File: src/rtl/uart_cmd_responder_pkg.sv
// Shared types and constants for the UART command responder.
package uart_cmd_pkg;

  typedef enum logic [2:0] {
    HUNT, GET_CMD, GET_ARG, GET_CHK, SEND0, WAIT_HI, WAIT_LO, SEND1
  } state_t;

  localparam logic [7:0] SYNC_DEF    = 8'hAA;
  localparam logic [7:0] ACK_DEF     = 8'h06;
  localparam logic [7:0] NAK_DEF     = 8'h15;
  localparam int         TIMEOUT_DEF = 2500000;

  // A counter of clog2(N) bits is enough to reach N-1.
  function automatic int tmr_width(input int cycles);
    return (cycles > 1) ? $clog2(cycles) : 1;
  endfunction

  localparam int TMR_W_DEF = tmr_width(TIMEOUT_DEF);

endpackage

File: src/rtl/uart_frame_timer.sv
// Inter-byte timeout counter: counts while enabled and parks at the last value.
module uart_frame_timer import uart_cmd_pkg::*; #(
  parameter int TIMEOUT_CYCLES = TIMEOUT_DEF
) (
  input  logic clk_50m,
  input  logic clear_n,
  input  logic clr,
  input  logic en,
  output logic expired
);

  localparam int            W    = tmr_width(TIMEOUT_CYCLES);
  localparam logic [W-1:0]  LAST = W'(TIMEOUT_CYCLES - 1);

  logic [W-1:0] cnt_q, cnt_d;

  assign expired = (cnt_q == LAST);

  always_comb begin
    cnt_d = cnt_q;
    if (clr)                cnt_d = '0;
    else if (en && !expired) cnt_d = cnt_q + W'(1);
  end

  always_ff @(posedge clk_50m) begin
    if (!clear_n) cnt_q <= '0;
    else          cnt_q <= cnt_d;
  end

endmodule

File: src/rtl/uart_cmd_responder.sv
// Frames SYNC/CMD/ARG/CHK commands from the UART receiver, publishes valid
// commands and answers the host with a two-byte ACK/NAK reply.
module uart_cmd_responder import uart_cmd_pkg::*; #(
  parameter logic [7:0] SYNC_BYTE      = SYNC_DEF,
  parameter logic [7:0] ACK_BYTE       = ACK_DEF,
  parameter logic [7:0] NAK_BYTE       = NAK_DEF,
  parameter int         TIMEOUT_CYCLES = TIMEOUT_DEF,
  parameter int         BUSY_GUARD     = 4
) (
  input  logic       clk_50m,
  input  logic       clear_n,
  input  logic       rx_ready,
  input  logic [7:0] rx_data,
  output logic       rx_ready_clr,
  output logic [7:0] tx_data,
  output logic       tx_wr_en,
  input  logic       tx_busy,
  output logic       cmd_valid,
  output logic [7:0] cmd_code,
  output logic [7:0] cmd_arg,
  output logic [7:0] err_cnt
);

  localparam int GW = $clog2(BUSY_GUARD + 1);

  state_t      state_q, state_d;
  logic [7:0]  cmd_r_q, cmd_r_d, arg_r_q, arg_r_d, reply0_q, reply0_d;
  logic [7:0]  tx_data_q, tx_data_d, cmd_code_q, cmd_code_d;
  logic [7:0]  cmd_arg_q, cmd_arg_d, err_cnt_q, err_cnt_d;
  logic        rx_ready_clr_q, rx_ready_clr_d, tx_wr_en_q, tx_wr_en_d;
  logic        cmd_valid_q, cmd_valid_d, second_q, second_d;
  logic [GW-1:0] guard_q, guard_d;
  logic        in_frame, take, expired;
  logic [7:0]  err_inc;

  assign in_frame = state_q inside {GET_CMD, GET_ARG, GET_CHK};
  // The registered clear is still high while the receiver drops rx_ready.
  assign take     = (in_frame || state_q == HUNT) && rx_ready && !rx_ready_clr_q;
  assign err_inc  = (err_cnt_q == 8'hFF) ? 8'hFF : err_cnt_q + 8'd1;

  uart_frame_timer #(.TIMEOUT_CYCLES(TIMEOUT_CYCLES)) u_timer (
    .clk_50m (clk_50m),
    .clear_n (clear_n),
    .clr     (take || !in_frame),
    .en      (in_frame),
    .expired (expired)
  );

  always_comb begin
    state_d        = state_q;
    cmd_r_d        = cmd_r_q;
    arg_r_d        = arg_r_q;
    reply0_d       = reply0_q;
    tx_data_d      = tx_data_q;
    cmd_code_d     = cmd_code_q;
    cmd_arg_d      = cmd_arg_q;
    err_cnt_d      = err_cnt_q;
    second_d       = second_q;
    guard_d        = guard_q;
    rx_ready_clr_d = take;
    tx_wr_en_d     = 1'b0;
    cmd_valid_d    = 1'b0;
    case (state_q)
      HUNT: if (take && rx_data == SYNC_BYTE) state_d = GET_CMD;
      GET_CMD: begin
        if (take) begin
          if (rx_data != SYNC_BYTE) begin
            cmd_r_d = rx_data;
            state_d = GET_ARG;
          end
        end else if (expired) begin
          state_d   = HUNT;
          err_cnt_d = err_inc;
        end
      end
      GET_ARG: begin
        if (take) begin
          arg_r_d = rx_data;
          state_d = GET_CHK;
        end else if (expired) begin
          state_d   = HUNT;
          err_cnt_d = err_inc;
        end
      end
      GET_CHK: begin
        if (take) begin
          if (rx_data == (cmd_r_q ^ arg_r_q)) begin
            cmd_valid_d = 1'b1;
            cmd_code_d  = cmd_r_q;
            cmd_arg_d   = arg_r_q;
            reply0_d    = ACK_BYTE;
          end else begin
            reply0_d  = NAK_BYTE;
            err_cnt_d = err_inc;
          end
          second_d = 1'b0;
          state_d  = SEND0;
        end else if (expired) begin
          state_d   = HUNT;
          err_cnt_d = err_inc;
        end
      end
      SEND0, SEND1: begin
        if (!tx_busy) begin
          tx_data_d  = (state_q == SEND0) ? reply0_q : cmd_r_q;
          tx_wr_en_d = 1'b1;
          second_d   = (state_q == SEND1);
          guard_d    = '0;
          state_d    = WAIT_HI;
        end
      end
      // A transmitter that never raises busy must not stall the reply.
      WAIT_HI: begin
        if (tx_busy || guard_q == GW'(BUSY_GUARD - 1)) state_d = WAIT_LO;
        else                                            guard_d = guard_q + GW'(1);
      end
      WAIT_LO: if (!tx_busy) state_d = second_q ? HUNT : SEND1;
      default: state_d = HUNT;
    endcase
  end

  always_ff @(posedge clk_50m) begin
    if (!clear_n) begin
      state_q        <= HUNT;
      cmd_r_q        <= '0;
      arg_r_q        <= '0;
      reply0_q       <= '0;
      tx_data_q      <= '0;
      cmd_code_q     <= '0;
      cmd_arg_q      <= '0;
      err_cnt_q      <= '0;
      second_q       <= 1'b0;
      guard_q        <= '0;
      rx_ready_clr_q <= 1'b0;
      tx_wr_en_q     <= 1'b0;
      cmd_valid_q    <= 1'b0;
    end else begin
      state_q        <= state_d;
      cmd_r_q        <= cmd_r_d;
      arg_r_q        <= arg_r_d;
      reply0_q       <= reply0_d;
      tx_data_q      <= tx_data_d;
      cmd_code_q     <= cmd_code_d;
      cmd_arg_q      <= cmd_arg_d;
      err_cnt_q      <= err_cnt_d;
      second_q       <= second_d;
      guard_q        <= guard_d;
      rx_ready_clr_q <= rx_ready_clr_d;
      tx_wr_en_q     <= tx_wr_en_d;
      cmd_valid_q    <= cmd_valid_d;
    end
  end

  assign rx_ready_clr = rx_ready_clr_q;
  assign tx_data      = tx_data_q;
  assign tx_wr_en     = tx_wr_en_q;
  assign cmd_valid    = cmd_valid_q;
  assign cmd_code     = cmd_code_q;
  assign cmd_arg      = cmd_arg_q;
  assign err_cnt      = err_cnt_q;

endmodule

File: config.mk
export PLATFORM = sky130hd
export DESIGN_NAME = uart_cmd_responder
export DESIGN_NICKNAME = d
export VERILOG_FILES = /design/src/rtl/uart_cmd_responder_pkg.sv /design/src/rtl/uart_frame_timer.sv /design/src/rtl/uart_cmd_responder.sv
export SDC_FILE = /design/constraint.sdc
export NUM_CORES = 1
export LEC_CHECK = 0
export BUFFER_PORTS_ARGS = -buffer_cell sky130_fd_sc_hd__buf_4
export CAP_MARGIN = 15
export CORE_ASPECT_RATIO = 0.8
export CORE_UTILIZATION = 50
export CTS_CLUSTER_SIZE = 16
export DETAILED_ROUTE_END_ITERATION = 10
export GPL_TIMING_DRIVEN = 0
export PLACE_DENSITY = 0.71
export SYNTH_ARGS = -nofsm -noshare
export SYNTH_HDL_FRONTEND = slang
export SYNTH_SLANG_ARGS = --single-unit
File: constraint.sdc
create_clock -name clk_50m -period 2.93 [get_ports clk_50m]
set_input_delay 0.4395 -clock clk_50m [delete_from_list [all_inputs] [get_ports clk_50m]]
set_output_delay 0.4395 -clock clk_50m [all_outputs]
set_load 0.05 [all_outputs]
==> insert_results.sql <==
INSERT INTO impl_metrics (metric_group, metric, value, unit) VALUES
('sta', 'final_skew', '9.21', 'ps'),
('critical_path', 'critical_path_required', '3150', 'ps'),
('finish', 'final_core_utilization', '0.613', ''),
('finish', 'most-common-layout-cells', 'dfxtp_1 (83), nor2_1 (80), buf_4 (47), mux2i_1 (32), nand2_1 (27)', ''),
('clocking', 'cts-htree-levels', '3', ''),
('clocking', 'cts-buffers-inserted', '9', ''),
('placed_design', 'place_congestion', '0.884', ''),
('critical_path', 'timing.setup.critical_path_class', 'flip-flop to flip-flop', ''),
('floorplan', 'top_level_port_count', '47', ''),
('pwr', 'relative_contribution_of_the_clock_network_to_total_power', '0.445', ''),
('route', 'dr_total_vias', '3262', ''),
('grt', 'grt_use_total', '0.247', ''),
('synthesis', 'synthDominantCellAreaShare', '0.435', ''),
('clocking', 'tritoncts', 'built', ''),
('finish', 'post_layout_nonfiller_instances', '595', ''),
('grt', 'grt_max_degree', '15', ''),
('sta', 'report.final.hold_viol_count', '0', ''),
('critical_path', 'setup.worst_path.start_class', 'flip-flop', ''),
('synthesis', 'ys_top_cells_by_area', 'dfxtp_1 (43%), mux2i_1 (8.4%), nor2_1 (7.9%), xnor3_1 (4.7%), xnor2_1 (3.4%)', ''),
('route', 'dr.first_iter.drc_count', '266', ''),
('pwr', 'p_sw_frac', '0.217', ''),
('floorplan', 'chipHeight', '80.2', 'microns'),
('grt', 'groute.layer.met1.usage', '0.347', ''),
('grt', 'via_count_of_the_first_global_routing_pass', '3085', ''),
('floorplan', 'die-area', '8000', 'sq um'),
('grt', 'met3_global_route_usage', '0.0609', ''),
('floorplan', 'start_util', '0.517', ''),
('placed_design', 'dp_cells', '579', ''),
('finish', 'number_of_inserted_diodes', '0', ''),
('clocking', 'clkTransAtPathRegs', '90', 'ps'),
('pwr', 'power.density', '473', 'nW/um^2'),
('synthesis', 'count_of_warnings_emitted_by_yosys', '0', ''),
('worst_hold_path', 'timing.hold.worst.class', 'primary input to flip-flop', ''),
('pwr', 'worst_vdd_ir', '275', 'uV'),
('route', 'drt-pass1-iter-count', '4', ''),
('critical_path', 'critical_path_arrival', '2640', 'ps'),
('route', 'routed_wl', '9030', 'microns'),
('sta', 'peak_freq', '0.413', 'GHz'),
('clocking', 'postCtsSetupRepairBufs', '0', ''),
('finish', 'post_route_cells_drive_above_1_share', '0.145', ''),
('grt', 'first_pass_grt_wire_length', '15200', 'microns'),
('sta', 'timing.slew.headroom', '0.546', ''),
('grt', 'antenna_found_initial', '0', ''),
('status', 'status', 'finished, final reports clean', ''),
('clocking', 'cts_hold_repair.buffers', '0', ''),
('floorplan', 'die_w', '99.7', 'microns'),
('route', 'drc_errors', '0', ''),
('sta', 'rsz_0062_raised_after_global_routing', 'false', ''),
('grt', 'overflow', '0', ''),
('clocking', 'post_cts_resize_count', '0', ''),
('synthesis', 'synth_nets', '444', ''),
('floorplan', 'fp-row-count', '28', ''),
('finish', 'finish.net_count', '501', ''),
('sta', 'period_minus_slack', '2420', 'ps'),
('run', 'cap_viol_max_count', '0', ''),
('clocking', 'root_buffer_cell', 'clkbuf_8', ''),
('route', 'wl_per_cell', '15.2', 'microns'),
('sta', 'finalSetupTns', '0', 'ps'),
('pwr', 'p_switching', '466', 'uW'),
('finish', 'layout.cells.most_common', 'dfxtp_1', ''),
('synthesis', 'synth_async_reset_ratio', '0', ''),
('synthesis', 'synth_cells', '428', ''),
('synthesis', 'ys_types', '44', ''),
('synthesis', 'ys_seq_area_frac', '0.435', ''),
('grt', 'met2_usage', '0.369', ''),
('grt', 'grt-busiest-layer', 'met2', ''),
('sta', 'finalCritPeriodShare', '0.826', ''),
('finish', 'area_growth_syn_to_layout', '18.7', '%'),
('sta', 'timing_worst_slew_pin_value', '675', 'ps'),
('synthesis', 'syn_area_per_cell', '8.93', 'sq um'),
('synthesis', 'synth-seq-cells', '83', '');
## flip-flops by register name (all words and copies together) (netlist names)
name and cells:
cmd_valid 1, tx_data 8, reply0_q 3, state_q 3
second_q 1, arg_r_q 8, guard_q 3, cmd_arg 8
cmd_r_q 8, tx_wr_en 1, u_timer.cnt_q 22, cmd_code 8
err_cnt 8, rx_ready_clr 1
## power by group through the flow
stage	registers, uW	clock network (uW)	logic, uW
finish	1130	954	62.0
global route	1130	1010	66.7
CTS	1130	968	61.2
detailed placement	1150	0	60.8
global placement	1150	0	60.5
floorplan	1160	0	26.5
## layer usage
| layer | vias to the layer above | wire (microns) |
|---|---|---|
| met1 | 1534 | 4550 |
| met5 | - | 0 |
| met4 | 0 | 145 |
| met3 | 14 | 442 |
| li1 | 1624 | - |
| met2 | 90 | 3890 |
## cells in the mapped netlist, types with 2 or more instances
master and number:
nor3_1 6, a31oi_1 3, nand4_1 12, and2_1 3, xnor3_1 8, xnor2_1 15, clkbuf_1 15, and4_1 2
nor4bb_1 4, inv_1 12, nor2_1 80, mux2i_1 32, o21ai_0 14, and3_1 8, or4_1 2, xor2_1 6
buf_2 3, nor2b_1 6, dfxtp_1 83, nand3_1 21, ha_1 4, nand2b_1 3, nand2_1 27, a21oi_1 21
a311oi_1 5, nor4_1 11, a211oi_1 5
## worst max-delay path, stage by stage, from the launching register on
cell     delay, ps
dfxtp_1        390
or4_1          540
nor4_1         630
buf_2          350
nor2_1         130
nand3_1        160
a21oi_1         80
## cell type report
type,instances,area (sq um),area share
Multi-Input combinational cell,313,2030,0.448
Sequential cell,83,1660,0.366
Timing Repair Buffer,46,345,0.0762
Clock buffer,11,151,0.0334
Tap cell,105,131,0.0290
Clock inverter,5,85.1,0.0188
Buffer,20,82.6,0.0182
Inverter,12,45.0,0.00993
## worst paths after layout
check / start / to / slack, ps / depth (start not counted)
worst min register to register: tx_data[7] / tx_data[7] / 470 / 2
worst max-delay path: u_timer.cnt_q[5] / state_q[0] / 510 / 6
worst max register to register: u_timer.cnt_q[5] / state_q[0] / 510 / 6
worst min-delay path: rx_data[1] / arg_r_q[1] / 340 / 3
## through the flow
| step | setup WS (ps) | power (uW) | cell area [sq um] |
|---|---|---|---|
| 2_1_floorplan | 683 | 1180 | 3820 |
| 3_3_place_gp | 524 | 1220 | 4300 |
| 3_5_place_dp | 546 | 1220 | 4300 |
| 4_1_cts | 549 | 2160 | 4530 |
| 5_1_grt | 344 | 2210 | 4530 |
| 6_report | 509 | 2140 | 4530 |
## kinds of logic after synthesis
group,share of synthesized area
AOI/OAI and AO/OA,0.0982
xor gates and xnor gates,0.0953
adders and majority gates,0.0131
DFF,0.435
muxes,0.0838
buffers and inverters,0.0334
and+or+nand+nor,0.241
Note: power is estimated with default switching activity, not from simulation.
